## src/rtl/datamem_arb_pkg.sv

```systemverilog
// Shared types and defaults for the data-memory arbiter.
//   state_t    : sequencer states (IDLE, HOLD, RESP)
//   PORT_LSU   : port id of the load/store unit
//   PORT_DBG   : port id of the debug/DMA loader
//   mem_req_t  : one latched word request {we, addr, be, wdata}
package datamem_arb_pkg;

    typedef enum logic [1:0] {
        IDLE = 2'd0,
        HOLD = 2'd1,
        RESP = 2'd2
    } state_t;

    localparam logic PORT_LSU = 1'b0;
    localparam logic PORT_DBG = 1'b1;

    localparam int DEF_MEM_LAT   = 4;
    localparam int DEF_MEM_WORDS = 64;
    localparam int ADDR_W        = 15;

    typedef struct packed {
        logic              we;
        logic [ADDR_W-1:0] addr;
        logic [3:0]        be;
        logic [31:0]       wdata;
    } mem_req_t;

endpackage

```

## src/rtl/datamem_arbiter_rr_arb2.sv

```systemverilog
// Two-way round-robin grant.
//   clk, rst_n : clock, asynchronous active-low reset
//   req[1:0]   : request vector, bit n = port n
//   update_en  : a grant is being taken this cycle; remember it
//   grant      : winning port id (only meaningful while |req)
// last_grant resets to the debug port so the load/store unit wins first.
module rr_arb2
    import datamem_arb_pkg::*;
(
    input  logic       clk,
    input  logic       rst_n,
    input  logic [1:0] req,
    input  logic       update_en,
    output logic       grant
);

    logic last_grant_reg;

    always_comb begin
        // Contended: favour whichever port did not win last time.
        grant = (last_grant_reg == PORT_DBG) ? PORT_LSU : PORT_DBG;
        if (req == 2'b01) begin
            grant = PORT_LSU;
        end else if (req == 2'b10) begin
            grant = PORT_DBG;
        end
    end

    always_ff @(posedge clk or negedge rst_n) begin
        if (!rst_n) begin
            last_grant_reg <= PORT_DBG;
        end else if (update_en && (|req)) begin
            last_grant_reg <= grant;
        end
    end

endmodule

```

## src/rtl/datamem_arbiter.sv

```systemverilog
// Two-requester arbiter/sequencer in front of the CPU data memory.
//   clk, rst_n                 : clock, asynchronous active-low reset
//   reqN_valid/ready/we/addr/be/wdata : word request from port N
//                                (0 = load/store unit, 1 = debug/DMA loader)
//   rspN_valid/rdata/err       : one-cycle response to port N
//   mem_wren/byteena/data/rdaddress/wraddress : memory pins
//   mem_q                      : memory read data
// One request is accepted at a time.  The memory pins are held for MEM_LAT
// cycles so the memory's half-rate read-modify-write can finish, then the
// response is pulsed on the granted port.  Out-of-range addresses skip the
// memory entirely and respond on the following cycle with err set.
module datamem_arbiter
    import datamem_arb_pkg::*;
#(
    parameter int MEM_LAT   = DEF_MEM_LAT,
    parameter int MEM_WORDS = DEF_MEM_WORDS,
    parameter int AW        = ADDR_W
)(
    input  logic          clk,
    input  logic          rst_n,

    input  logic          req0_valid,
    output logic          req0_ready,
    input  logic          req0_we,
    input  logic [AW-1:0] req0_addr,
    input  logic [3:0]    req0_be,
    input  logic [31:0]   req0_wdata,
    output logic          rsp0_valid,
    output logic [31:0]   rsp0_rdata,
    output logic          rsp0_err,

    input  logic          req1_valid,
    output logic          req1_ready,
    input  logic          req1_we,
    input  logic [AW-1:0] req1_addr,
    input  logic [3:0]    req1_be,
    input  logic [31:0]   req1_wdata,
    output logic          rsp1_valid,
    output logic [31:0]   rsp1_rdata,
    output logic          rsp1_err,

    output logic          mem_wren,
    output logic [3:0]    mem_byteena,
    output logic [31:0]   mem_data,
    output logic [AW-1:0] mem_rdaddress,
    output logic [AW-1:0] mem_wraddress,
    input  logic [31:0]   mem_q
);

    localparam int CW = (MEM_LAT > 2) ? $clog2(MEM_LAT) : 1;
    localparam logic [CW-1:0] CNT_LOAD = CW'(MEM_LAT - 1);
    // One extra bit so MEM_WORDS == 2**AW still compares correctly.
    localparam logic [AW:0] WORDS_LIMIT = (AW+1)'(MEM_WORDS);

    state_t          state_reg;
    logic [CW-1:0]   cnt_reg;
    logic            we_reg;
    logic            port_reg;
    logic [1:0]      rsp_valid_reg;
    logic [1:0]      rsp_err_reg;
    logic [1:0][31:0] rsp_rdata_reg;

    logic [1:0]      req_valid;
    logic [1:0]      ready;
    logic            grant;
    logic            accept;
    logic            addr_ok;
    mem_req_t        sel_req;

    assign req_valid = {req1_valid, req0_valid};
    assign accept    = (state_reg == IDLE) && (|req_valid);

    rr_arb2 u_rr_arb2 (
        .clk       (clk),
        .rst_n     (rst_n),
        .req       (req_valid),
        .update_en (accept),
        .grant     (grant)
    );

    // Ready is combinational so the requester sees it in the accept cycle.
    generate
        for (genvar gi = 0; gi < 2; gi++) begin : g_ready
            assign ready[gi] = accept && (grant == 1'(gi));
        end
    endgenerate

    assign req0_ready = ready[0];
    assign req1_ready = ready[1];

    always_comb begin
        sel_req.we    = req0_we;
        sel_req.addr  = ADDR_W'(req0_addr);
        sel_req.be    = req0_be;
        sel_req.wdata = req0_wdata;
        if (grant == PORT_DBG) begin
            sel_req.we    = req1_we;
            sel_req.addr  = ADDR_W'(req1_addr);
            sel_req.be    = req1_be;
            sel_req.wdata = req1_wdata;
        end
    end

    // Full-width compare: the memory aliases high address bits, so this is
    // the only thing stopping a wrapped write.
    assign addr_ok = ({1'b0, AW'(sel_req.addr)} < WORDS_LIMIT);

    always_ff @(posedge clk or negedge rst_n) begin
        if (!rst_n) begin
            state_reg     <= IDLE;
            cnt_reg       <= '0;
            we_reg        <= 1'b0;
            port_reg      <= PORT_LSU;
            rsp_valid_reg <= '0;
            rsp_err_reg   <= '0;
            rsp_rdata_reg <= '0;
            mem_wren      <= 1'b0;
            mem_byteena   <= '0;
            mem_data      <= '0;
            mem_rdaddress <= '0;
            mem_wraddress <= '0;
        end else begin
            case (state_reg)
                IDLE: begin
                    if (accept) begin
                        we_reg   <= sel_req.we;
                        port_reg <= grant;
                        if (addr_ok) begin
                            state_reg     <= HOLD;
                            cnt_reg       <= CNT_LOAD;
                            mem_rdaddress <= AW'(sel_req.addr);
                            mem_wraddress <= AW'(sel_req.addr);
                            mem_wren      <= sel_req.we;
                            mem_byteena   <= sel_req.we ? sel_req.be : 4'h0;
                            mem_data      <= sel_req.we ? sel_req.wdata : 32'h0;
                        end else begin
                            state_reg            <= RESP;
                            rsp_valid_reg[grant] <= 1'b1;
                            rsp_err_reg[grant]   <= 1'b1;
                            rsp_rdata_reg[grant] <= 32'h0;
                        end
                    end
                end

                HOLD: begin
                    if (cnt_reg == '0) begin
                        state_reg               <= RESP;
                        mem_wren                <= 1'b0;
                        mem_byteena             <= '0;
                        mem_data                <= '0;
                        mem_rdaddress           <= '0;
                        mem_wraddress           <= '0;
                        rsp_valid_reg[port_reg] <= 1'b1;
                        rsp_err_reg[port_reg]   <= 1'b0;
                        rsp_rdata_reg[port_reg] <= we_reg ? 32'h0 : mem_q;
                    end else begin
                        cnt_reg <= cnt_reg - 1'b1;
                    end
                end

                RESP: begin
                    state_reg     <= IDLE;
                    rsp_valid_reg <= '0;
                    rsp_err_reg   <= '0;
                    rsp_rdata_reg <= '0;
                end

                default: begin
                    state_reg <= IDLE;
                end
            endcase
        end
    end

    assign rsp0_valid = rsp_valid_reg[0];
    assign rsp0_err   = rsp_err_reg[0];
    assign rsp0_rdata = rsp_rdata_reg[0];
    assign rsp1_valid = rsp_valid_reg[1];
    assign rsp1_err   = rsp_err_reg[1];
    assign rsp1_rdata = rsp_rdata_reg[1];

endmodule

```

## config.mk

```make
export PLATFORM = sky130hd
export DESIGN_NAME = datamem_arbiter
export DESIGN_NICKNAME = d
export VERILOG_FILES = /design/src/rtl/datamem_arb_pkg.sv /design/src/rtl/datamem_arbiter_rr_arb2.sv /design/src/rtl/datamem_arbiter.sv
export SDC_FILE = /design/constraint.sdc
export NUM_CORES = 1
export LEC_CHECK = 0
export BUFFER_PORTS_ARGS = -buffer_cell sky130_fd_sc_hd__buf_2
export CORE_UTILIZATION = 25
export CTS_BUF_LIST = sky130_fd_sc_hd__clkbuf_16
export DETAILED_ROUTE_END_ITERATION = 12
export SETUP_SLACK_MARGIN = 0.4
export SLEW_MARGIN = 20
export SYNTH_ARGS = -nofsm -noshare
export SYNTH_HDL_FRONTEND = slang
export SYNTH_SLANG_ARGS = --single-unit
```

## constraint.sdc

```tcl
create_clock -name clk -period 4.85 [get_ports clk]
set_clock_uncertainty 0.05 [all_clocks]
set_input_delay 0.7275 -clock clk [delete_from_list [all_inputs] [get_ports clk]]
set_output_delay 0.7275 -clock clk [all_outputs]
set_load 0.005 [all_outputs]
```

Yosys cells after proc, flatten, opt, wreduce, memory -nomap -nowiden

Index checks and enable logic that the tools add are counted.

Flip-flop bits (word level): 127
Input bits: 140
Output and inout port bits: 137
Word-level logic and storage cells: 104

Add/subtract/negate cells: 1
Magnitude comparators: 5
Equality and inequality tests: 9
Multiplexer cells: 52
Bitwise logic cells: 8
Reduce and logical (&&, ||, !) cells: 16

Operators with widths:

| operator                                                              | count |
|---|---|
| 32-bit 2-to-1 mux                                                     | 7 |
| 64-bit 2-to-1 mux                                                     | 3 |
| 64-bit one-hot mux with 3 select lines                                | 1 |
| 64-bit bitwise AND                                                    | 1 |
| 64-bit bitwise mux                                                    | 1 |
| 32-bit demux with 1-bit select                                        | 2 |
| 64-bit inverter                                                       | 1 |
| 32-bit one-hot mux with 2 select lines                                | 1 |
| 52-bit 2-to-1 mux                                                     | 1 |
| 15-bit 2-to-1 mux                                                     | 3 |
| 15-bit one-hot mux with 2 select lines                                | 1 |
| 2-bit 2-to-1 mux                                                      | 12 |
| 4-bit 2-to-1 mux                                                      | 4 |
| 15-bit by 7-bit < comparator with 1-bit output, second input constant | 1 |
| 2-bit one-hot mux with 3 select lines                                 | 2 |
| 4-bit AND reduction                                                   | 3 |
| 2-bit inequality test, second input constant                          | 5 |
| 1-bit 2-to-1 mux                                                      | 8 |
| 2-bit one-hot mux with 2 select lines                                 | 2 |
| 4-bit one-hot mux with 2 select lines                                 | 1 |
| 1-bit logical AND                                                     | 6 |
| 2-bit bitwise OR                                                      | 3 |
| 2-bit by 1-bit == test with 1-bit output, second input constant       | 2 |
| 2-bit == test, second input constant                                  | 2 |
| 13 further kinds                                                      | 18 |

Longest topological paths before layout

Gate-level depths: netlist (run 1).

Depth in word-level cells: 12
Depth in mapped cells: 10
Depth with buffers taken out: 8

Modules after synthesis

Synthesis (run 1) repeated with hierarchy kept, for this count alone.

Cell total of the unflattened synthesis: 423
Area total of the unflattened synthesis: 5632.9 sq um

Modules (own cells, without submodules):

| module          | times used | cells an instance | area an instance (sq um) | seq. area each (sq um) |
|---|---|---|---|---|
| datamem_arbiter | 1          | 417               | 5576.6                   | 3153.0 |
| rr_arb2         | 1          | 6                 | 56.3                     | 26.3 |

Least setup slack after synthesis (run 1)

Ideal clock, no wire load.

Path kind: input port to flip-flop
From: input req1_valid
To: register mem_wraddress[10]
Library setup time: 119 ps
Arrival time: 2722 ps
Data required time: 4681 ps
Path slack: 1959 ps
Stages on the path: 10
Path buffers: 4
Cell sequence: clkbuf_2 > o21bai_4 > a2bb2oi_1 > o22a_1 > or4_1 > clkbuf_1 > o31a_1 > clkbuf_1 > buf_2 > and2_1

Longest elaborated chain between the ends: 7
Elaborated cells between the ends (all ways): 14
Those cells by class: 1 x order compare; 4 x eq/ne; 6 x mux; 3 x reduce/logical

Ends and longest elaborated chain:

| element                                                                                        | line                                           | source |
|---|---|---|
| start: declaration                                                                             | datamem_arbiter.sv:32                          | `input logic req1_valid,` |
| 2-bit == test                                                                                  | datamem_arbiter_rr_arb2.sv:24                  | `end else if (req == 2'b10) begin` |
| 1-bit 2-to-1 mux                                                                               | datamem_arbiter_rr_arb2.sv:24                  |  |
| 1-bit 2-to-1 mux                                                                               | datamem_arbiter_rr_arb2.sv:22                  | `if (req == 2'b01) begin` |
| 52-bit 2-to-1 mux                                                                              | datamem_arbiter.sv:96                          | `if (grant == PORT_DBG) begin` |
| 15-bit by 7-bit < comparator with 1-bit output / 15-bit 2-to-1 mux (equally long branches)     | datamem_arbiter.sv:106, datamem_arbiter.sv:128 |  |
| 2-bit inequality test (no line) / 15-bit 2-to-1 mux (equally long branches)                    | -                                              |  |
| 4-bit AND reduction (no line) / 15-bit one-hot mux with 2 select lines (equally long branches) | -                                              |  |
| end signal: assignment                                                                         | datamem_arbiter.sv:132                         | `mem_wraddress <= AW'(sel_req.addr);` |
| end: declaration                                                                               | datamem_arbiter.sv:46                          | `output logic [AW-1:0] mem_wraddress,` |

Several ways; a longest one is shown, not always the timed one. The select of a mux whose other input is x is not followed.
A chain may end at the register's enable or synchronous reset.

Worst setup path after layout (run 1)

From: register u_rr_arb2.last_grant_reg
To: register mem_wren

Longest elaborated chain between the ends: 7
Elaborated cells between the ends (all ways): 10
Those cells by class: 1 x order compare; 1 x eq/ne; 7 x mux; 1 x reduce/logical

Ends and longest elaborated chain:

| element                                                                                       | line                                           | source |
|---|---|---|
| start: declaration                                                                            | datamem_arbiter_rr_arb2.sv:17                  | `logic last_grant_reg;` |
| start signal: assignment                                                                      | datamem_arbiter_rr_arb2.sv:33                  | `last_grant_reg <= grant;` |
| 1-bit 2-to-1 mux *                                                                            | datamem_arbiter_rr_arb2.sv:21                  | `grant = (last_grant_reg == PORT_DBG) ? PORT_LSU : PORT_DBG;` |
| 1-bit 2-to-1 mux *                                                                            | datamem_arbiter_rr_arb2.sv:24                  |  |
| 1-bit 2-to-1 mux *                                                                            | datamem_arbiter_rr_arb2.sv:22                  |  |
| 52-bit 2-to-1 mux *                                                                           | datamem_arbiter.sv:96                          |  |
| 15-bit by 7-bit < comparator with 1-bit output / 1-bit 2-to-1 mux (equally long branches)     | datamem_arbiter.sv:106, datamem_arbiter.sv:128 |  |
| 2-bit inequality test (no line) / 1-bit 2-to-1 mux (equally long branches)                    | -                                              |  |
| 4-bit AND reduction (no line) / 1-bit one-hot mux with 2 select lines (equally long branches) | -                                              |  |
| end signal: assignment                                                                        | datamem_arbiter.sv:133                         | `mem_wren <= sel_req.we;` |
| end: declaration                                                                              | datamem_arbiter.sv:42                          | `output logic mem_wren,` |

Mark *: on every way between the ends. The rest lies on a longest branch, timed or not. The select of a mux whose other input is x is not followed.

==> results of run 1 <==
per-layer routing:
metal,wire length (um),vias to the layer above,GRT usage (%)
met1,7440,2276,17.3
met4,145,0,4.19
met5,0,-,0
met3,1240,9,5.10
met2,7750,208,23.3
li1,-,2265,-
worst max path at each step:
| stage | to | cells after the start | start |
|---|---|---|---|
| 2_1_floorplan | mem_wraddress[10]$_DFFE_PN0P_ | 10 | req1_valid |
| 3_3_place_gp | mem_wren$_DFFE_PN0P_ | 7 | req0_valid |
| 3_5_place_dp | mem_wren$_DFFE_PN0P_ | 7 | req0_valid |
| 4_1_cts | mem_wren$_DFFE_PN0P_ | 6 | u_rr_arb2.last_grant_reg$_DFFE_PN1P_ |
| 5_1_grt | mem_wren$_DFFE_PN0P_ | 6 | u_rr_arb2.last_grant_reg$_DFFE_PN1P_ |
| 6_report | mem_wren$_DFFE_PN0P_ | 6 | u_rr_arb2.last_grant_reg$_DFFE_PN1P_ |
power groups by stage:
stage	clock [mW]	sequential, mW	combinational [mW]
floorplan	0	1.18	0.480
global placement	0	1.18	0.765
detailed placement	0	1.18	0.775
CTS	1.29	1.17	0.774
global route	1.34	1.17	0.845
finish	1.24	1.17	0.759
cells in the mapped netlist (2+ instances only):
library cell  number  area (um^2)
and2_1             9         56.3
o311ai_0           6         52.6
nor4_1             2         12.5
ha_1               5         62.6
buf_4             15          113
o2bb2ai_1         34          298
a22o_1            64          561
inv_1              7         26.3
dfrtp_1          126         3150
a2bb2oi_1          3         26.3
a21o_1             2         15.0
o21ai_0           12         60.1
mux2i_1           44          440
nand2_1           10         37.5
o2bb2ai_2          2         30.0
buf_6              4         45.0
clkbuf_1          22         82.6
o2111ai_1          2         17.5
a21oi_1            9         45.0
a211oi_1           6         45.0
nor2_1             9         33.8
nor2b_1           33          206
nand3_1            9         45.0
buf_2             11         55.1
or2_2              2         12.5
a22oi_1            2         15.0
o22ai_1            2         12.5
nor3_1             3         15.0
worst reg2reg max path, delay by kind of cell, from the launching register on:
kind	cells	cell delay (ns)
simple gates	2	1.08
compound gates	4	1.40
flops	1	0.60
cells by family after synthesis:
family | after synthesis
adder cells (fa/ha/maj) | 5
multiplexers | 44
buffers and inverters | 61
AND/OR/NAND/NOR | 85
flip-flops | 127
XOR/XNOR | 1
AO/OA/AOI/OAI | 153
layout make-up:
| type | count | area [um^2] |
|---|---|---|
| clock inverters | 15 | 146 |
| inverters | 7 | 26.3 |
| multi-input cells | 288 | 2300 |
| fillers | 2294 | 14700 |
| well taps | 285 | 357 |
| clock buffers | 17 | 425 |
| flip-flops and latches | 127 | 3180 |
| repair buffers | 286 | 1460 |
==> summary.md, run 1 <==
| Metric | Value |
|---|---|
| Status | complete, no violations |
| Vias in the first global route | between 4000 and 5000 |
| IO buf count | 276 |
| Die width | 154 um |
| Reg2reg setup slack | around 1.6 ns |
| Top Family by Delay on Critical Path | compound AO/OA/AOI/OAI gates |
| H-tree levels | 4 |
| #FFs+latches synth | 127 |
| Placement Setup Slack | 1.25 ns |
| Worst path bufs/invs | 0 |
| DR pass1 iterations | 4 |
| Grt ovf | 0 |
| Hold buffer count at CTS | 0 |
| Largest net degree at the start of global routing | slightly above 90 |
| Initial antenna violation count | 0 |
| Root buf cell | clkbuf_16 |
| RR Startpoint | u_rr_arb2.last_grant_reg$_DFFE_PN1P_ |
| Max_slew headroom | between 30% and 40% |
| Number of synthesized flops with an enable pin | 0 |
| Syn Nets | just over 600 |
| Final setup vio count | 0 |
| Sw Share | 32.1% |
| Clock Latency Late Sink | slightly above 0.4 ns |
| Diode count | 0 |
| Synthesized instance count | about 480 |
| CP Data Required Time | slightly above 5 ns |
| Post-synthesis compound-gate area fraction | between 20 and 25% |
| Post-Syn Area | just under 0.006 mm^2 |
| CP Launch Type | flip-flop |
| Setup TNS | 0 ns |
| Critical path peak fanout | 46 |
| Final slew viol count | 0 |
| Final ANT Viol Nets | 0 |
| GPL Wtd Cong | a little under 0.8 |
| Logic pwr share | 24.0% |
| Sw Pwr | between 1 and 1.5 mW |
| Clock network power share | between 30% and 40% |
| Simple-gate area share of the yosys netlist | 8.27% |
| Via Count | ~4800 |
| # IOs | 277 |
| Setup WS post-layout | 1.61 ns |
| IR drop worst, VDD | about 0.21 mV |
| FFs w/ async S/R, synth | between 90% and 100% |
| Core Area | approximately 0.023 mm^2 |
| TritonCTS clock tree | done |
| Die Y | 154 um |
| Final net count | 872 |
| Rows | 55 |
| CTS max path bufs | 2 |
| Total CTS buffers | 17 |
| Power Density | 401 mW/mm^2 |
| Fmax | between 0.3 and 0.4 GHz |
| Design Power | 3.17 mW |
| Post-Synth XOR/XNOR Area | less than 1% |
| CP peak stage delay | between 0.8 and 0.9 ns |
| Wirelength, routed | around 17 mm |
| Top FF cell, synth | dfrtp_1 |
| Maxcap violations | 0 |
| Adder-Cell Fraction of Synth Area | under 10% |
| Flop pwr share | a little under two fifths |
| DP HPWL | around 11 mm |
| RSZ-0062 raised after global routing | false |
| Die Area | about 0.024 mm^2 |
| Worst slew pin tran | 0.938 ns |
| Initial drt markers | 313 |
| Final instance area | 0.00790 mm^2 |
| Area growth syn-to-layout | 36.9% |
| Post-layout util | 34.9% |
| Critical-path cell list | and2_2 -> a2bb2oi_1 -> o22a_1 -> or4_1 -> o31a_2 -> a21bo_2 |
| Lkg Pwr | approximately 4.3 nW |
| Clock Sinks | approximately 130 |
| Internal | ~2.1 mW |
| Final Hold Fails | 0 |
| Post-DR wirelength/cell | approximately 16 um |
| Sequential element share of the synthesized area | between 50% and 60% |
| Reg-to-Reg End | mem_wren$_DFFE_PN0P_ |
| Most frequent cells in the layout | 275 x buf_2, 126 x dfrtp_1, 64 x a22o_1 |
| Hold Slack | 0.340 ns |
| CP Capture Type | flip-flop |
| Total Routing Usage GR | between 10% and 20% |
| Portion of netlist area occupied by mux cells | about 7.6% |
| Period minus WS final | 3.24 ns |
| Postcts setup bufs | 0 |
| Vias per std cell | ~4.6 |
| WP data arrival | around 3.5 ns |
| Post-CTS Resized | 0 |
| DP Area | roughly 0.0073 mm^2 |
| Slowest cell on the critical path | or4_1 |
| Post-Layout Cell Count | 1025 |
| CTS clk-pin slew, worst paths | ~0.06 ns |
| Syn_area_per_cell | 12.1 um^2 |
| Hold crit path type | in -> async |
| Distinct cells, synth | 49 |
| DRC viols | 0 |
| Kind of critical path | reg -> reg |
| Fin crit share | 66.7% |
| Dpl cells | 993 |
| Layout cell share with drive strength beyond 1 | between 40% and 50% |
| Commonest non-fill, non-tap cell in the layout | buf_2 |
| First-pass GRT wire length | 25.9 mm |
| Starting Density | 25.5% |
| R2R depth | 6 |
| Yosys warns | 0 |
| Largest family of logic cells by synthesized area | compound AO/OA/AOI/OAI gates |
No activity file was read; power rests on OpenSTA's default activity.
==> run 2, diff against run 1 <==
--- a/config.mk
+++ b/config.mk
@@ -5,6 +5,7 @@
 export SDC_FILE = /design/constraint.sdc
 export NUM_CORES = 1
 export LEC_CHECK = 0
+export ABC_AREA = 1
 export BUFFER_PORTS_ARGS = -buffer_cell sky130_fd_sc_hd__buf_2
 export CORE_UTILIZATION = 25
 export CTS_BUF_LIST = sky130_fd_sc_hd__clkbuf_16
==> constraint.sdc (replaced) <==
create_clock -name clk -period 3.08 [get_ports clk]
set_clock_uncertainty 0.05 [all_clocks]
set_input_delay 0.462 -clock clk [delete_from_list [all_inputs] [get_ports clk]]
set_output_delay 0.462 -clock clk [all_outputs]
set_load 0.005 [all_outputs]
==> run 2 against run 1 <==
Compared with the run above: power rose to 2.8 times the previous value; sequential share of layout area fell by 8.1 points; sequential power rose by 110%; largest power group is now combinational logic.
==> summary.md, run 2 <==
| Metric | Value |
|---|---|
| Initial drt markers | 642 (+110%) |
| DP Area | 0.00927 mm^2 (+27%) |
| Final Hold Fails | 0 (unchanged) |
| IR drop worst, VDD | 0.552 mV (+170%) |
| Hold crit path type | in -> reg |
| Post-DR wirelength/cell | 17.3 um (+6.7%) |
| DP HPWL | 17.7 mm (+58%) |
| Rows | 63 (+15%) |
| Flop pwr share | 27.9% (-9.0 points) |
| Worst slew pin tran | 0.919 ns (-0.0183 ns) |
| GPL Wtd Cong | 0.817 (+5.7%) |
| Largest net degree at the start of global routing | 87 (-5.4%) |
| Postcts setup bufs | 0 (unchanged) |
| Via Count | 8077 (+70%) |
| Internal | 4.73 mW (+120%) |
| DR pass1 iterations | 5 (+1) |
| Commonest non-fill, non-tap cell in the layout | nand2_1 |
| Fin crit share | 80.3% |
| Logic pwr share | 48.2% (+24 points) |
| DRC viols | 0 (unchanged) |
| Sequential element share of the synthesized area | 41.2% (-14 points) |
| Die Y | 178 um (+15%) |
| CTS max path bufs | 2 (unchanged) |
| Root buf cell | clkbuf_16 |
| Setup TNS | 0 ns (unchanged) |
| Sw Pwr | 4.07 mW (+300%) |
| Worst setup path startpoint | state_reg[0]$_DFFE_PN0P_ |
| Period minus WS final | between 2 and 2.5 ns |
| CTS clk-pin slew, worst paths | 0.06 ns (about the same) |
| Sw Share | 46.3% (+14 points) |
| Filler cells | 3181 (+39%) |
| Final slew viol count | 0 (unchanged) |
| RR Startpoint | state_reg[0]$_DFFE_PN0P_ |
| H-tree levels | 4 (unchanged) |
| Core Area | 0.0300 mm^2 (+33%) |
| #FFs+latches synth | 127 (unchanged) |
| Final ANT Viol Nets | 0 (unchanged) |
| Fmax | 0.404 GHz |
| # IOs | 277 (unchanged) |
| Reg2reg setup slack | 0.66 ns (-0.95 ns) |
| Initial antenna violation count | 0 (unchanged) |
| Vias per std cell | 5.04 (+8.6%) |
| Most frequent cells in the layout | 280 x nand2_1, 275 x buf_2, 125 x dfrtp_1 |
| Status | complete, no violations |
| Clock network power share | 23.9% (-15 points) |
| Synth cell count leaders | 280 x nand2_1, 126 x dfrtp_1, 68 x nand4_1 |
| Hold_sp | req1_addr[3] |
| Placement Setup Slack | 0.396 ns (-0.850 ns) |
| WP data arrival | 1.96 ns (-1.52 ns) |
| RSZ-0062 raised after global routing | false |
| Synth top area share | 40.9% (-14 points) |
| Syn Nets | 1138 (+83%) |
| Vias in the first global route | 7612 (+57%) |
| Clock Latency Late Sink | 0.42 ns (about the same) |
| CP Data Required Time | 2.57 ns (-2.53 ns) |
| Clock Sinks | 127 (unchanged) |
| Kind of critical path | reg -> out |
| Max_slew headroom | 38.7% (+1.2 points) |
| Top cells by area, synth | dfrtp_1 41%, nand2_1 14%, nand4_1 5.5% |
| Die width | 178 um (+15%) |
| Critical path peak fanout | 5 (-89%) |
| Top FF cell, synth | dfrtp_1 |
| CP Capture Type | output pin |
| Area growth syn-to-layout | 28.2% |
| Wirelength, routed | 27.7 mm (+67%) |
| Final setup vio count | 0 (unchanged) |
| IO buf count | 276 (unchanged) |
| Number of synthesized flops with an enable pin | 0 (unchanged) |
| Final net count | 1344 (+54%) |
| Layout cell share with drive strength beyond 1 | 35.9% (-8.8 points) |
| Post-Layout Cell Count | 1602 (+56%) |
| Post-Syn Area | 0.00772 mm^2 (+34%) |
| Power Density | 890 mW/mm^2 (+120%) |
| Lkg Pwr | 5.16 nW (+20%) |
| Grt ovf | 0 (unchanged) |
| Dpl cells | 1569 (+58%) |
| Distinct cells, synth | 35 (-29%) |
| Syn_area_per_cell | 7.77 um^2 (-36%) |
| TritonCTS clock tree | done |
| Cell with the most instances after synthesis | nand2_1 |
| Starting Density | 25.7% (+0.23 points) |
| Total Routing Usage GR | 17.3% (+3.1 points) |
| Total CTS buffers | 17 (unchanged) |
| Yosys warns | 0 (unchanged) |
| Hold Slack | 0.339 ns (-0.000979 ns) |
| First-pass GRT wire length | 42.4 mm (+64%) |
| CP Launch Type | flip-flop |
| Die Area | 0.0316 mm^2 (+33%) |
| Maxcap violations | 0 (unchanged) |
| Synthesized instance count | 993 (+110%) |
| Setup WS post-layout | 0.607 ns (-1.01 ns) |
| Largest area contributor in the netlist | dfrtp_1 |
| Final instance area | 0.00989 mm^2 (+25%) |
| FFs w/ async S/R, synth | 100% (unchanged) |
## run 2: cell types whose count changed in the layout (fill, tap and decap cells not counted), moves of 24 or more
cell       delta
a31o_2       +42
a21oi_1      +35
inv_1        +24
a22o_1       -64
nand2_1     +271
o21ai_0      +55
o21ai_1      +40
nand4_1      +68
nor2b_1      -33
or2_2        +40
mux2i_1      -44
o2111ai_1    +42
o2bb2ai_1    -34
## run 2: what timing repair did
| action | in CTS | in global routing |
|---|---|---|
| pin swaps | 0 | 0 |
| gates cloned | 0 | 0 |
| resized for setup | 2 | 2 |
| hold endpoints to repair | 42 | 0 |
| endpoints found under the setup margin | 5 | 10 |
| hold buffers | 1 | 0 |
## run 2: metal layers
metal	vias to the layer above	part of all wire [%]	track usage [%]
met5	-	0	0
met4	0	0.97	4.52
met3	20	8.2	4.86
met2	324	48	29.2
met1	3851	43	21.5
li1	3882	-	-
## run 2: kinds of logic after synthesis
group,after synthesis,share of synthesized area (%)
AO/OA/AOI/OAI,264,22.1
adder cells (fa/ha/maj),5,0.811
buffers and inverters,149,9.00
flip-flops,127,41.2
AND/OR/NAND/NOR,448,26.9
## run 2: critical path, stage by stage (launching register included)
cell     delay [ns]
dfrtp_1        0.41
inv_1          0.09
ha_1           0.28
inv_1          0.14
a21oi_2        0.28
inv_1          0.10
nor2_1         0.11
buf_2          0.14
## run 2: path summary, 6_finish.rpt
check                                          endpoint  depth (start not counted)
setup reg to reg           mem_wraddress[6]$_DFFE_PN0P_                         11
max in group asynchronous       mem_data[9]$_DFFE_PN0P_                          3
hold reg to reg                  cnt_reg[1]$_DFFE_PN0P_                          2
hold / removal             mem_wraddress[3]$_DFFE_PN0P_                          3
min in group asynchronous    rsp1_rdata[28]$_DFFE_PN0P_                          2
setup / recovery                             req0_ready                          7
## run 2: layout make-up
class	count	area, um^2	share of cell area, %
Clock buffer	17	425	4.30
Inverter	37	139	1.40
Multi-Input combinational cell	717	3850	39.0
Timing Repair Buffer	299	1630	16.5
Clock inverter	14	170	1.72
Sequential cell	127	3180	32.1
Tap cell	390	488	4.93
Antenna cell	1	2.50	0.0253
## run 2: power by group through the flow
stage	registers (mW)	clock network, mW	logic [mW]
after floorplan	2.43	0	2.87
after global placement	2.47	0	4.20
after detailed placement	2.48	0	4.23
after CTS	2.46	2.17	4.25
after global routing	2.52	2.25	4.71
final	2.46	2.11	4.24
## run 2: per-stage QoR
| stage | power, mW | util [%] |
|---|---|---|
| 2_1_floorplan | 5.30 | - |
| 3_3_place_gp | 6.67 | 30.9 |
| 3_5_place_dp | 6.71 | 30.9 |
| 4_1_cts | 8.88 | 32.9 |
| 5_1_grt | 9.48 | 32.9 |
| 6_report | 8.80 | 32.9 |
==> run 3, diff against run 2 <==
==> constraint.sdc (replaced) <==
create_clock -name clk -period 2.5 [get_ports clk]
set_clock_uncertainty 0.05 [all_clocks]
set_input_delay 0.375 -clock clk [delete_from_list [all_inputs] [get_ports clk]]
set_output_delay 0.375 -clock clk [all_outputs]
set_load 0.005 [all_outputs]
==> run 3 against run 2 <==
Compared with the run above: sequential share of layout area fell by 1.6 points; first-iteration DRC count fell by 19%; critical path type unchanged; clock power rose by 20%.
==> summary.md, run 3 (synthesized netlist as in run 2, its figures left out) <==
| Metric | Value |
|---|---|
| Final instance area | 0.0104 mm^2 (+5.4%) |
| Period minus WS final | just over 2 ns |
| Diode count | 0 (-1) |
| Fin crit share | between 80% and 90% |
| Commonest non-fill, non-tap cell in the layout | nand2_1 |
| H-tree levels | 4 (unchanged) |
| Die Area | 0.0316 mm^2 (unchanged) |
| Core Area | 0.0300 mm^2 (unchanged) |
| Setup WS post-layout | 0.438 ns (-0.168 ns) |
| RSZ-0062 raised after global routing | true |
| Die width | 178 um (unchanged) |
| Grt ovf | 0 (unchanged) |
| Hold crit path type | in -> reg |
| Wirelength, routed | 30.1 mm (+8.9%) |
| DP HPWL | 18.3 mm (+3.1%) |
| Maxcap violations | 0 (unchanged) |
| Vias in the first global route | 7624 (+0.16%) |
| CP peak stage delay | 0.53 ns (+0.12 ns) |
| IR drop worst, VDD | 0.572 mV (+3.6%) |
| First-pass GRT wire length | 44.1 mm (+4.0%) |
| Area taken by multi-input logic gates | 0.00396 mm^2 (+2.7%) |
| Filler cells | 3134 (-1.5%) |
| CP Data Required Time | 2.08 ns (-0.49 ns) |
| Register cell area after layout | 0.00318 mm^2 (unchanged) |
| Critical-path cell list | inv_1 -> nand2_4 -> nand2_8 -> buf_12 -> nor2_2 -> buf_2 |
| Setup TNS | 0 ns (unchanged) |
| Final ANT Viol Nets | 0 (unchanged) |
| Placement Setup Slack | 0.229 ns (-0.167 ns) |
| Total CTS buffers | 17 (unchanged) |
| Top Family by Delay on Critical Path | flip-flops |
| Starting Density | 25.7% (unchanged) |
| CP Capture Type | output pin |
| CP Launch Type | flip-flop |
| CTS max path bufs | 2 (unchanged) |
| Lkg Pwr | 5.39 nW (+4.5%) |
| CTS clk-pin slew, worst paths | 0.06 ns (about the same) |
| Die Y | 178 um (unchanged) |
| Final setup vio count | 0 (unchanged) |
| Critical path peak fanout | 11 (+6) |
| Kind of critical path | reg -> out |
| Slowest cell on the critical path | dfstp_2 |
| Area growth syn-to-layout | 35.1% |
| WP data arrival | 1.64 ns (-0.32 ns) |
| DR pass1 iterations | 5 (unchanged) |
| Layout cell share with drive strength beyond 1 | 38.0% (+2.1 points) |
| Status | complete, no violations |
| Power Density | 1150 mW/mm^2 (+30%) |
| Initial drt markers | 521 (-19%) |
| Final Hold Fails | 0 (unchanged) |
| DRC viols | 0 (unchanged) |
| Most frequent cells in the layout | 278 x nand2_1, 275 x buf_2, 125 x dfrtp_1 |
| Root buf cell | clkbuf_16 |
| Final net count | 1370 (+1.9%) |
| Fmax | 0.485 GHz |
| Post-layout util | 34.7% (+1.8 points) |
| Vias per std cell | 5.08 (+0.68%) |
| # IOs | 277 (unchanged) |
| Clock Latency Late Sink | 0.41 ns (about the same) |
| Total Routing Usage GR | 18.0% (+0.69 points) |
| Worst path bufs/invs | 3 (-1) |
| Worst slew pin tran | 0.589 ns (-0.330 ns) |
| GPL Wtd Cong | 0.797 (-2.4%) |
| Final slew viol count | 0 (unchanged) |
| Initial antenna violation count | 1 (+1) |
| DP Area | 0.00935 mm^2 (+0.81%) |
| Post-DR wirelength/cell | 18.5 um (+7.2%) |
| Largest net degree at the start of global routing | 66 (-24%) |
| Clock Sinks | 127 (unchanged) |
| Max_slew headroom | 60.7% (+22 points) |
| Via Count | 8264 (+2.3%) |
| IO buf count | 276 (unchanged) |
| Rows | 63 (unchanged) |
| TritonCTS clock tree | done |
==> run 3: cell count changes in the layout (fill, tap and decap cells not counted), sizes merged <==
cell and delta:
bufinv -1, clkbuf +6, clkinvlp +2, nand2 +2, clkinv -4, bufbuf +1
inv +4, diode -1, buf +17
==> run 3: worst paths after layout <==
| kind | slack (ns) | end | depth (start not counted) | from |
|---|---|---|---|---|
| hold / removal | 0.26 | mem_wraddress[3]$_DFFE_PN0P_ | 3 | req1_addr[3] |
| max in group asynchronous | 1.18 | rsp1_rdata[25]$_DFFE_PN0P_ | 3 | rst_n |
| setup / recovery | 0.44 | req0_ready | 6 | u_rr_arb2.last_grant_reg$_DFFE_PN1P_ |
| setup reg to reg | 0.48 | mem_wraddress[1]$_DFFE_PN0P_ | 13 | u_rr_arb2.last_grant_reg$_DFFE_PN1P_ |
| min in group asynchronous | 0.45 | rsp0_rdata[29]$_DFFE_PN0P_ | 2 | rst_n |
| hold reg to reg | 0.42 | cnt_reg[1]$_DFFE_PN0P_ | 2 | cnt_reg[1]$_DFFE_PN0P_ |
==> run 3: final cells by class <==
class,count,area share (%)
clock buffers,17,4.08
clock inverters,15,1.55
inverters,37,1.36
multi-input cells,719,38.0
flip-flops and latches,127,30.5
well taps,390,4.68
repair buffers,323,19.9
==> run 3: report_power, final <==
part,internal [mW],switching (mW),leakage (nW),total (mW)
clock,1.48,1.05,0.278,2.54
sequential,2.60,0.387,1.71,2.98
combinational,2.42,4.10,3.40,6.51
==> run 3: through the flow <==
stage	hold slack (ns)	power [mW]	std cells
finish	0.256	12.0	1628
global route	0.259	12.9	1628
CTS	0.242	11.5	1614
detailed placement	0.334	8.42	1574
global placement	0.332	8.37	1574
floorplan	0.0294	6.53	993
==> run 3: layer usage <==
layer	routed length, um	global-route usage [%]	part of all wire, %	vias to the layer above
met4	721	4.77	2.4	2
met3	2260	4.78	7.5	41
met2	14700	30.3	49	332
li1	-	-	-	3931
met1	12500	22.6	41	3958
met5	13	0	0.043	-
==> run 3: worst reg2reg max path, delay by kind of cell, from the launching register on <==
family	cells	cell delay (ns)
AND/OR/NAND/NOR	10	0.91
flip-flops	1	0.53
AO/OA/AOI/OAI	1	0.06
buffers and inverters	2	0.33
==> run 3: timing repair <==
action / 4_1_cts / 5_1_grt
endpoints found under the setup margin: 93 / 123
hold buffers: 1 / 0
gates cloned: 3 / 9
pin swaps: 3 / 5
setup buffers: 4 / 5
endpoints found under the hold margin: 48 / 0
resized for setup: 16 / 20
